File: src/rtl/mac_tx_scheduler.sv
// mac_tx_scheduler: one-hot MAC TX grant arbiter (arp_reply > arp_request/auto > icmp > udp) with IFG, grant watchdog and auto ARP retry; in: clk rst *_req arp_found mac_not_exist mac_send_end; out: *_gnt tx_busy tx_timeout arp_pending
module mac_tx_scheduler #(
  parameter int IFG_CYCLES       = 12,
  parameter int TX_TIMEOUT       = 4096,
  parameter int ARP_RETRY_CYCLES = 125000000
) (
  input  logic clk,
  input  logic rst,
  input  logic arp_reply_req,
  input  logic arp_request_req,
  input  logic icmp_tx_req,
  input  logic udp_tx_req,
  input  logic arp_found,
  input  logic mac_not_exist,
  input  logic mac_send_end,
  output logic arp_reply_gnt,
  output logic arp_request_gnt,
  output logic icmp_tx_gnt,
  output logic udp_tx_gnt,
  output logic tx_busy,
  output logic tx_timeout,
  output logic arp_pending
);
  localparam int WW = $clog2(TX_TIMEOUT) + 1;
  localparam int GW = $clog2(IFG_CYCLES) + 1;
  localparam int RW = $clog2(ARP_RETRY_CYCLES) + 1;
  localparam logic [WW-1:0] WD_MAX = WW'(TX_TIMEOUT - 1);
  localparam logic [GW-1:0] GAP_MAX = GW'(IFG_CYCLES - 1);
  localparam logic [RW-1:0] RETRY_MAX = RW'(ARP_RETRY_CYCLES - 1);
  typedef enum logic [1:0] {IDLE, SEND, GAP} state_t;
  state_t state_q, state_d;
  logic [3:0] gnt_q, gnt_d, win;
  logic [WW-1:0] wd_q, wd_d;
  logic [GW-1:0] gap_q, gap_d;
  logic [RW-1:0] retry_q, retry_d;
  logic retry_run_q, retry_run_d, auto_q, auto_d, pend_q, pend_d, to_q, to_d;
  logic clr, auto_set, fire;
  assign clr      = arp_found | ~mac_not_exist;
  assign auto_set = (state_q == IDLE) & udp_tx_req & mac_not_exist & ~pend_q & ~arp_found;
  assign fire     = retry_run_q & (retry_q == RETRY_MAX);
  assign win = arp_reply_req                              ? 4'b0001 :
               (arp_request_req | auto_q | auto_set)      ? 4'b0010 :
               icmp_tx_req                                ? 4'b0100 :
               (udp_tx_req & ~mac_not_exist)              ? 4'b1000 : 4'b0000;
  always_comb begin
    state_d     = state_q;
    gnt_d       = gnt_q;
    wd_d        = wd_q;
    gap_d       = gap_q;
    retry_d     = retry_q;
    retry_run_d = retry_run_q;
    auto_d      = auto_q;
    pend_d      = pend_q;
    to_d        = 1'b0;
    if (retry_run_q) begin
      if (fire) retry_run_d = 1'b0;
      else retry_d = retry_q + 1'b1;
    end
    case (state_q)
      IDLE: begin
        if (auto_set) begin
          pend_d = 1'b1;
          auto_d = 1'b1;
        end
        if (|win) begin
          state_d = SEND;
          gnt_d   = win;
          wd_d    = '0;
          if (win[1]) auto_d = 1'b0;
        end
      end
      SEND: begin
        if (mac_send_end | (wd_q == WD_MAX)) begin
          state_d = GAP;
          gnt_d   = '0;
          gap_d   = '0;
          to_d    = ~mac_send_end;
          if (gnt_q[1] & pend_q) begin
            retry_run_d = 1'b1;
            retry_d     = '0;
          end
        end else wd_d = wd_q + 1'b1;
      end
      GAP: begin
        if (gap_q == GAP_MAX) state_d = IDLE;
        else gap_d = gap_q + 1'b1;
      end
      default: state_d = IDLE;
    endcase
    if (fire) auto_d = 1'b1;
    if (clr) begin
      pend_d      = 1'b0;
      auto_d      = 1'b0;
      retry_run_d = 1'b0;
      retry_d     = '0;
    end
  end
  always_ff @(posedge clk or posedge rst) begin
    if (rst) begin
      state_q     <= IDLE;
      gnt_q       <= '0;
      wd_q        <= '0;
      gap_q       <= '0;
      retry_q     <= '0;
      retry_run_q <= 1'b0;
      auto_q      <= 1'b0;
      pend_q      <= 1'b0;
      to_q        <= 1'b0;
    end else begin
      state_q     <= state_d;
      gnt_q       <= gnt_d;
      wd_q        <= wd_d;
      gap_q       <= gap_d;
      retry_q     <= retry_d;
      retry_run_q <= retry_run_d;
      auto_q      <= auto_d;
      pend_q      <= pend_d;
      to_q        <= to_d;
    end
  end
  assign arp_reply_gnt   = gnt_q[0];
  assign arp_request_gnt = gnt_q[1];
  assign icmp_tx_gnt     = gnt_q[2];
  assign udp_tx_gnt      = gnt_q[3];
  assign tx_busy         = state_q != IDLE;
  assign tx_timeout      = to_q;
  assign arp_pending     = pend_q;
endmodule

File: config.mk
export PLATFORM = sky130hd
export DESIGN_NAME = mac_tx_scheduler
export DESIGN_NICKNAME = d
export VERILOG_FILES = /design/src/rtl/mac_tx_scheduler.sv
export SDC_FILE = /design/constraint.sdc
export NUM_CORES = 1
export LEC_CHECK = 0
export ABC_AREA = 1
export CAP_MARGIN = 10
export CORE_MARGIN = 2
export CORE_UTILIZATION = 64
export DETAILED_ROUTE_END_ITERATION = 8
export DONT_BUFFER_PORTS = 1
export PLACE_DENSITY = 0.8
export SLEW_MARGIN = 0
export SYNTH_ARGS = -nofsm -noshare
export SYNTH_HDL_FRONTEND = slang
export SYNTH_SLANG_ARGS = --single-unit
File: constraint.sdc
create_clock -name clk -period 2.4 [get_ports clk]
set_clock_uncertainty 0.05 [all_clocks]
set_input_delay 0.48 -clock clk [delete_from_list [all_inputs] [get_ports clk]]
set_output_delay 0.48 -clock clk [all_outputs]
set_load 0.02 [all_outputs]
# [Yosys cells after proc, flatten, opt, wreduce, memory -nomap -nowiden]
# Cells that the tools add are included.
# W data, S select, Z words.
[totals] in_bits=9 wordCells=90 regBits=56 output_inout_bits=7
[op_classes] n_reduce_logical=13 n_mux=40 add_sub_neg=3 n_bitwise=15 n_eq_ne=10
[ops] cell="$mux W28" count=6
[ops] cell="$add A28 B1 Y28 const B" count=1
[ops] cell="$eq A28 B27 Y1 const B" count=1
[ops] cell="$mux W13" count=2
[ops] cell="$pmux W13 S2" count=1
[ops] cell="$mux W4" count=6
[ops] cell="$mux W1" count=17
[ops] cell="$add A13 B1 Y13 const B" count=1
[ops] cell="$eq A13 B12 Y1 const B" count=1
[ops] cell="$reduce_and A3 Y1" count=4
[ops] cell="$mux W5" count=2
[ops] cell="$pmux W5 S2" count=1
[ops] cell="$reduce_bool A2 Y1" count=5
[ops] cell="$ne A2 B2 Y1 const B" count=4
[ops] cell="$pmux W4 S2" count=1
[ops] cell="$and A1 B1 Y1" count=7
[ops] cell="$mux W2" count=3
[ops] cell="$pmux W2 S3" count=1
[ops] cell="$add A5 B1 Y5 const B" count=1
[ops] cell="$eq A5 B4 Y1 const B" count=1
[ops] cell="$not A1 Y1" count=4
[ops] cell="$or A1 B1 Y1" count=4
[ops] cell="$reduce_or A4 Y1" count=1
[ops] cell="$reduce_bool A3 Y1" count=1
[ops] cell="other kinds (5)" count=5

# [Longest topological paths before layout]
# Gate-level depths: netlist of the first run.
[logic_depth] ltp_word=13 depth_mapped=13 depth_no_buf=12

# [Worst setup path before layout of the first run]
# Ideal clock, no wire load.
[synth_path] path_type="register to register" from="reg wd_q[0]" to="reg wd_q[0]" slack_ns=0.692 setup_ns=0.074 required_ns=2.276 path_stages_with_launch=14 n_path_buf=1 t_arrival_ns=1.584 cell_sequence="dfrtp_1 ha_1 inv_1 nor2_4 nand2_4 nor2_4 nor2_4 nand2_2 nand2_2 nand2_4 inv_2 buf_6 nand3_1 o21ai_2"
[synth_via] elab_chain_len=4 word_cells_on_any_way=7
[synth_lines] item="start, declared" line_no="33" source="logic [WW-1:0] wd_q, wd_d;"
[synth_lines] item="start signal, assigned" line_no="112" source="wd_q <= wd_d;"
[synth_lines] item="branches (longest 4 deep; another with $add A13 B1 Y13)"
# Several ways; the timed one is not identified. The select of a mux whose other input is x is not followed.
# A chain may end at the register's enable or synchronous reset.

# [Final worst setup path of the first run]
[layout_path] from="reg wd_q[0]" to="reg wd_q[1]"
# The elaborated chain is that of the path after synthesis.

==> results of run 1 <==
-- critical path: cells and delay by family (launching register included) --
family / cells / cell delay [ps]
flip-flops: 1 / 410
AND/OR/NAND/NOR: 8 / 750
buffers and inverters: 2 / 420
AO/OA/AOI/OAI: 1 / 80
adder cells (fa/ha/maj): 1 / 250
-- registers in the layout (all words and copies together) (netlist names) --
name,flops
retry_q,28
wd_q,13
gap_q,5
gnt_q,4
state_q,2
arp_pending,1
auto_q,1
retry_run_q,1
tx_timeout,1
-- stage by stage --
| stage | util | instances |
|---|---|---|
| after floorplan | - | 481 |
| after global placement | 0.659 | 546 |
| after detailed placement | 0.659 | 546 |
| after CTS | 0.677 | 554 |
| after global routing | 0.677 | 554 |
| final | 0.677 | 554 |
-- layer usage --
metal,vias to the layer above,share of wire
met2,46,0.50
met1,1354,0.45
met5,-,0
li1,1515,-
met3,14,0.031
met4,0,0.025
-- cells by family (layout without fill, tap and decap cells) --
logic type,count (synthesis),after routing
compound gates,36,36
flops,56,56
buf+inv,64,65
xor+xnor,36,36
simple gates,286,286
fa+ha+maj,3,3
-- report_power, final --
part | total, W | switching [W] | internal, W | leakage (nW)
registers | 0.00111 | 0.0000970 | 0.00101 | 0.773
logic | 0.000541 | 0.000394 | 0.000147 | 0.668
clock network | 0.000541 | 0.000326 | 0.000215 | 0.0463
-- Yosys cell counts --
cell and number:
sky130_fd_sc_hd__nand2_1 114, sky130_fd_sc_hd__o21ai_0 8, sky130_fd_sc_hd__inv_1 51, sky130_fd_sc_hd__buf_6 4
sky130_fd_sc_hd__nor2_4 3, sky130_fd_sc_hd__or2_2 4, sky130_fd_sc_hd__o21ai_2 7, sky130_fd_sc_hd__nand3_2 1
sky130_fd_sc_hd__ha_1 3, sky130_fd_sc_hd__xor2_1 28, sky130_fd_sc_hd__nor4_1 1, sky130_fd_sc_hd__nor3_1 17
sky130_fd_sc_hd__xnor2_1 8, sky130_fd_sc_hd__nand2_4 3, sky130_fd_sc_hd__clkbuf_2 1, sky130_fd_sc_hd__o31ai_1 2
sky130_fd_sc_hd__inv_2 2, sky130_fd_sc_hd__nor2_2 4, sky130_fd_sc_hd__o21ai_4 1, sky130_fd_sc_hd__dfrtp_1 56
sky130_fd_sc_hd__clkbuf_1 3, sky130_fd_sc_hd__nand3_1 24, sky130_fd_sc_hd__nor2_1 97, sky130_fd_sc_hd__a21oi_1 9
sky130_fd_sc_hd__nand4_1 13, sky130_fd_sc_hd__buf_2 2, sky130_fd_sc_hd__buf_1 1, sky130_fd_sc_hd__o32ai_1 1
sky130_fd_sc_hd__a211oi_1 2, sky130_fd_sc_hd__nand2_2 4, sky130_fd_sc_hd__o21bai_1 1, sky130_fd_sc_hd__a211oi_2 4
sky130_fd_sc_hd__o311ai_0 1, sky130_fd_sc_hd__nand3b_1 1
-- area by class of cell --
type,instances,area [sq um],share of cell area
multi-input cells,361,1870,0.507
flip-flops and latches,56,1400,0.381
inverters,53,199,0.0540
well taps,72,90.1,0.0245
clock buffers,5,68.8,0.0187
repair buffers,4,30.0,0.00815
clock inverters,3,27.5,0.00748
-- how the worst min path moves through the flow --
stage	from	endpoint	slack [ps]	cells after the start
floorplan	gap_q[0]	gap_q[0]	420	1
global placement	gap_q[0]	gap_q[0]	440	1
detailed placement	gap_q[0]	gap_q[0]	440	1
CTS	mac_send_end	tx_timeout	180	1
global route	mac_send_end	tx_timeout	180	1
finish	rst	retry_q[2]	180	2
==> impl_results.rst, run 1 <==
.. list-table::
   :header-rows: 1

   * - Metric
     - Value
   * - Area growth from synthesis to layout
     - 3.99%
   * - Flip-flop and latch count after synthesis
     - 56
   * - Routed via count
     - 2,929
   * - Kind of launch point of the worst setup path
     - register
   * - IO Pins
     - 16
   * - Most repeated library cell on the critical path
     - sky130_fd_sc_hd__nor2_4
   * - Setup WS pre-CTS
     - 388 ps
   * - CTS clock-pin slew for the worst setup and hold paths
     - 110 ps
   * - Maximum level of the CTS H-tree
     - 2
   * - DR WL/cell
     - 13.3 microns
   * - DRC errors left
     - 0
   * - Post-synthesis cell area
     - 3540 sq um
   * - GR Layer Usage met3
     - 0.0345
   * - Area fraction in compound gates after synthesis
     - 0.0756
   * - Number of library cell types mapped by synthesis
     - 34
   * - Placeable core region
     - 5440 sq um
   * - Wire length reported by the detailed router
     - 7.36 mm
   * - Largest net degree at the start of global routing
     - 57
   * - Arrival time of data at the critical path endpoint
     - 2220 ps
   * - Static leakage
     - 1.49 nW
   * - # hold bufs at CTS
     - 0
   * - Status
     - completed
   * - Clock tree from TritonCTS
     - done
   * - Type of element capturing the critical path
     - register
   * - Routability congestion estimate from global placement
     - 0.979
   * - Post-route clock period utilization
     - 0.846
   * - Global-route layer with the greatest usage
     - met2
   * - Capturing instance or port of the critical path
     - wd_q[1]
   * - Path category of the worst min-delay check
     - input port to asynchronous set/reset pin
   * - Met2 usage in global routing
     - 0.460
   * - Capturing point of the worst reg2reg path
     - wd_q[1]
   * - Critical path startpoint
     - wd_q[0]
   * - PD cells
     - 596 nW/um^2
   * - Mean area per synthesized cell
     - 7.36 sq um
   * - Leading cell types in the layout, fill and taps excluded
     - sky130_fd_sc_hd__nand2_1 (114), sky130_fd_sc_hd__nor2_1 (97), sky130_fd_sc_hd__dfrtp_1 (56), sky130_fd_sc_hd__inv_1 (50), sky130_fd_sc_hd__xor2_1 (28)
   * - Fill cell instance count of the final layout
     - 466
   * - Setup_tns
     - 0 ps
   * - Deepest clock path buffer count
     - 2
   * - Total of cells resized after clock tree synthesis
     - 0
   * - Sinks on the clock net
     - 56
   * - Setup-violating endpoint count in the final report
     - 0
   * - Unrepaired setup endpoints after global routing
     - no
   * - Met1 demand-to-capacity share in global routing
     - 0.334
   * - Area after detailed placement
     - 3590 sq um
   * - Post-synthesis mux area share
     - 0
   * - Total CTS buffers
     - 5
   * - Reg-to-reg slack, setup
     - 370 ps
   * - Root Buffer Master
     - sky130_fd_sc_hd__clkbuf_8
   * - Hold Slack
     - 176 ps
   * - Routed Antenna Nets
     - 0
   * - Overall power
     - 0.00219 W
   * - Global route overflow
     - 0
   * - Share of synthesized area occupied by flip-flops and latches
     - 0.396
   * - Net count reported at finish
     - 493
   * - Most common cell after layout, fill and taps aside
     - sky130_fd_sc_hd__nand2_1
   * - Upper clock frequency limit
     - 0.492 GHz
   * - GRT Util Overall
     - 0.260
   * - First-pass GRT wire length
     - 12.8 mm
   * - Drt via density
     - 5.29
   * - Worst path slowest cell
     - sky130_fd_sc_hd__dfrtp_1
   * - Insertion delay to the later sink of the worst-skew pair
     - 310 ps
   * - Gate Count Post-Synth
     - 481
   * - List of cells traversed by the critical path
     - ha_1, inv_1, nor2_4, nand2_4, nor2_4, nor2_4, nand2_2, nand2_2, nand2_4, inv_2, nand3_1, o21ai_2
   * - Post-CTS setup buffer count
     - 0
   * - Peak fanout along the critical path
     - 21
   * - Worst VDD drop
     - 733 uV
   * - Die area
     - 6140 sq um
   * - Share of final-layout standard cells stronger than drive strength 1
     - 0.0954
   * - Net count after synthesis
     - 493
   * - Via count of the first global-routing pass
     - 2,814
   * - Synth Area in XOR/XNOR
     - 0.0890
   * - Slew headroom
     - 0.542
   * - Synthesized-area fraction occupied by adder cells
     - 0.0106
   * - Antenna violations before repair
     - 0
   * - Count of pins over their slew limit
     - 0
   * - Buffers on Ports
     - 0
   * - Worst reg2reg path depth
     - 12
   * - Startpoint of the lowest-slack register-to-register path
     - wd_q[0]
   * - Minimum period implied by the final worst setup slack
     - 2030 ps
   * - Starting DRC count in detailed routing
     - 192
   * - Final Hold Viols
     - 0
   * - Detailed Routing Iterations Pass 1
     - 4
   * - Initial core utilization
     - 0.651
   * - Portion of synthesized cell area occupied by the leading cell type
     - 0.396
   * - Die height
     - 78.4 microns
   * - Simple-gate area share of the yosys netlist
     - 0.352
   * - Detail Placement HPWL
     - 5.63 mm
   * - Actual transition at the worst max-transition pin
     - 688 ps
   * - Library cell with the largest summed area after synthesis
     - sky130_fd_sc_hd__dfrtp_1
   * - Yosys synthesis warning count
     - 0
   * - Number of maximum-capacitance constraint violations
     - 0
   * - Number of antenna repair diodes
     - 0
   * - Leading post-synthesis cells by cell area
     - sky130_fd_sc_hd__dfrtp_1 (40%), sky130_fd_sc_hd__nand2_1 (12%), sky130_fd_sc_hd__nor2_1 (10%), sky130_fd_sc_hd__xor2_1 (6.9%), sky130_fd_sc_hd__inv_1 (5.4%)
   * - Chip Width
     - 78.4 microns
   * - Crit Path Class
     - register to register
   * - Smallest setup slack after layout
     - 369 ps
   * - Main combinational cell family by area after synthesis
     - simple AND/OR/NAND/NOR gates
   * - Delay contributed by the slowest stage of the critical path
     - 410 ps
   * - Num rows
     - 27
   * - Worst Path Required
     - 2590 ps
   * - Final Instance Area
     - 3680 sq um
Note: power is estimated with default switching activity, not from simulation.
==> run 2: changes to the inputs <==
- CORE_UTILIZATION: 64 -> 58
- PLACE_DENSITY: 0.8 -> 0.76
- clock period: 2.4 -> 1.8 ns (I/O delays scaled with it)
==> run 2 against run 1 <==
Against the previous run:
- clock-buffer cell count stayed put
- sequential power is 34% higher
- register-to-register slack worse by 310 ps
- final area is 11% higher
- first-iteration DRC count is 8.9% higher
- global-route usage is 0.40 points higher
- sequential share of layout area is 3.7 points lower
- non-clock buffer count is 33 higher
- cell count is 6.5% higher
- fmax is 17% higher
- power is 59% higher
- critical path depth is 1 lower
- highest routed layer unchanged
==> impl_results.rst, run 2 (same netlist as run 1, synthesis figures left out) <==
.. list-table::
   :header-rows: 1

   * - Metric
     - Value
   * - Die height
     - 82.1 microns (+4.8%)
   * - Number of maximum-capacitance constraint violations
     - 0 (unchanged)
   * - Crit Path Class
     - register to register
   * - Internal power
     - 0.00224 W (+62%)
   * - Multi-input gate area
     - 1930 sq um (+3.6%)
   * - Clock network power share
     - 0.251 (+0.005)
   * - Fill cell instance count of the final layout
     - 483 (+3.6%)
   * - Net Sw Frac
     - 0.357 (-0.0152)
   * - Net count reported at finish
     - 526 (+6.7%)
   * - Peak fanout along the critical path
     - 6 (-71%)
   * - Initial core utilization
     - 0.598 (-0.0530)
   * - Static leakage
     - 1.69 nW (+14%)
   * - Setup-violating endpoint count in the final report
     - 0 (unchanged)
   * - Slew headroom
     - 0.748 (+0.207)
   * - Root Buffer Master
     - sky130_fd_sc_hd__clkbuf_8
   * - Starting DRC count in detailed routing
     - 209 (+8.9%)
   * - Maximum level of the CTS H-tree
     - 2 (unchanged)
   * - Most common cell after layout, fill and taps aside
     - sky130_fd_sc_hd__nand2_1
   * - Worst VDD drop
     - 962 uV (+31%)
   * - Worst Path Required
     - 2010 ps (-580 ps)
   * - DR WL/cell
     - 13.9 microns (+4.9%)
   * - Antenna violations before repair
     - 0 (unchanged)
   * - Clock tree from TritonCTS
     - done
   * - Status
     - completed
   * - Routability congestion estimate from global placement
     - 1.00 (+2.3%)
   * - Final Hold Viols
     - 0 (unchanged)
   * - Area taken by flip-flops and latches
     - 1410 sq um (+0.27%)
   * - Post-route non-filler standard cell count
     - 590 (+6.5%)
   * - Type of element capturing the critical path
     - register
   * - Final core area utilization
     - 0.690 (+0.0132)
   * - Sinks on the clock net
     - 56 (unchanged)
   * - Post-route clock period utilization
     - 0.969 (+0.122)
   * - Switching power of the nets
     - 0.00124 W (+52%)
   * - Worst reg2reg path depth
     - 11 (-1)
   * - List of cells traversed by the critical path
     - ha_1, inv_1, nor2_4, nand2_4, nor2_4, nor2_4, buf_4, o21ai_4, nand2_1, xor2_1, nor2_1
   * - Flip-flop count of the largest register, all copies and words added
     - 28 (unchanged)
   * - Delay contributed by the slowest stage of the critical path
     - 380 ps (-30 ps)
   * - Drt via density
     - 5.46 (+3.3%)
   * - Top register by number of flip-flops
     - retry_q
   * - Die area
     - 6750 sq um (+9.8%)
   * - Leading cell types in the layout, fill and taps excluded
     - sky130_fd_sc_hd__nand2_1 (112), sky130_fd_sc_hd__nor2_1 (94), sky130_fd_sc_hd__dfrtp_1 (53), sky130_fd_sc_hd__inv_1 (50), sky130_fd_sc_hd__buf_4 (32)
   * - Chip Width
     - 82.1 microns (+4.8%)
   * - Total CTS buffers
     - 5 (unchanged)
   * - Setup_tns
     - 0 ps (unchanged)
   * - Upper clock frequency limit
     - 0.574 GHz (+17%)
   * - Deepest clock path buffer count
     - 2 (unchanged)
   * - Num rows
     - 28 (+3.7%)
   * - GRT Util Overall
     - 0.264 (+0.00401)
   * - CTS clock-pin slew for the worst setup and hold paths
     - 110 ps (about the same)
   * - Worst path slowest cell
     - sky130_fd_sc_hd__dfrtp_1
   * - DRC errors left
     - 0 (unchanged)
   * - Count of pins over their slew limit
     - 0 (unchanged)
   * - Actual transition at the worst max-transition pin
     - 375 ps (-313 ps)
   * - Arrival time of data at the critical path endpoint
     - 1960 ps (-260 ps)
   * - Share of total power in sequential cells
     - 0.429 (-0.078)
   * - Registers with the most flip-flops
     - retry_q x28, wd_q x13, gap_q x5
   * - Largest net degree at the start of global routing
     - 57 (unchanged)
   * - Via count of the first global-routing pass
     - 3,174 (+13%)
   * - Path category of the worst min-delay check
     - input port to register
   * - Routed Antenna Nets
     - 0 (unchanged)
   * - Insertion delay to the later sink of the worst-skew pair
     - 320 ps (about the same)
   * - Detailed Routing Iterations Pass 1
     - 5 (+1)
   * - Global route overflow
     - 0 (unchanged)
   * - Buffers on Ports
     - 0 (unchanged)
   * - Combinational power share
     - 0.320 (+0.073)
   * - PD cells
     - 851 nW/um^2 (+43%)
   * - Share of final-layout standard cells stronger than drive strength 1
     - 0.181 (+0.0851)
   * - Routed via count
     - 3,221 (+10%)
   * - Minimum period implied by the final worst setup slack
     - 1740 ps (-288 ps)
   * - Kind of launch point of the worst setup path
     - register
   * - Wire length reported by the detailed router
     - 8.23 mm (+12%)
   * - Number of stages on the worst hold path
     - 1
   * - First-pass GRT wire length
     - 13.8 mm (+7.7%)
   * - Detail Placement HPWL
     - 5.98 mm (+6.3%)
   * - Number of antenna repair diodes
     - 0 (unchanged)
   * - Placed cells
     - 569 (+4.2%)
   * - IO Pins
     - 16 (unchanged)
   * - Area growth from synthesis to layout
     - 15.4%
   * - Most repeated library cell on the critical path
     - sky130_fd_sc_hd__nor2_4
   * - Placeable core region
     - 5920 sq um (+8.9%)
[run 2: repair_timing]
item,CTS,global route
setup buffers,4,7
cloned,0,1
hold buffers,1,0
gates resized for setup,3,17
pin swaps,1,7
setup endpoints to repair,24,44
hold endpoints to repair,56,0
[run 2: layout make-up]
type,count,share of cell area
repair buffers,37,0.0821
inverters,53,0.0499
multi-input cells,361,0.473
clock inverters,3,0.0116
flip-flops and latches,56,0.344
clock buffers,5,0.0168
well taps,75,0.0230
[run 2: final timing paths]
path / start / to / slack (ps)
worst max-delay path: wd_q[1] / gap_q[2] / 60
worst min-delay path: mac_send_end / tx_timeout / 60
worst max register to register: wd_q[1] / gap_q[2] / 60
worst min register to register: gap_q[0] / gap_q[0] / 450
max in group asynchronous: rst / state_q[0] / 950
min in group asynchronous: rst / retry_q[3] / 500
[run 2: worst max-delay path, delay by kind of cell, from the launching register on]
family	cells	cell delay [ps]
AO/OA/AOI/OAI	1	210
XOR/XNOR	1	140
adder cells (fa/ha/maj)	1	180
buffers and inverters	2	200
flip-flops	1	380
AND/OR/NAND/NOR	6	520
[run 2: metrics by stage]
step,cell area (sq um),total power [W],hold slack [ps],setup WS (ps)
final,4090,0.00348,56.9,56.6
after global routing,4090,0.00366,52.0,-26.5
after CTS,3950,0.00325,57.0,8.42
after detailed placement,3780,0.00234,292,-52.5
after global placement,3780,0.00229,273,36.4
after floorplan,3540,0.00212,383,18.7
[run 2: power groups by stage]
stage               logic, W  registers [W]  clock network, W
finish               0.00111        0.00149          0.000873
CTS                 0.000884        0.00149          0.000880
detailed placement  0.000833        0.00150                 0
global route         0.00122        0.00151          0.000936
floorplan           0.000635        0.00148                 0
global placement    0.000795        0.00150                 0
[run 2: metal layers]
layer / track usage / up-vias / wire (microns)
met4: 0.0800 / 0 / 182
met3: 0.0446 / 21 / 324
met5: 0 / - / 0
li1: - / 1584 / -
met2: 0.486 / 91 / 4250
met1: 0.315 / 1525 / 3470
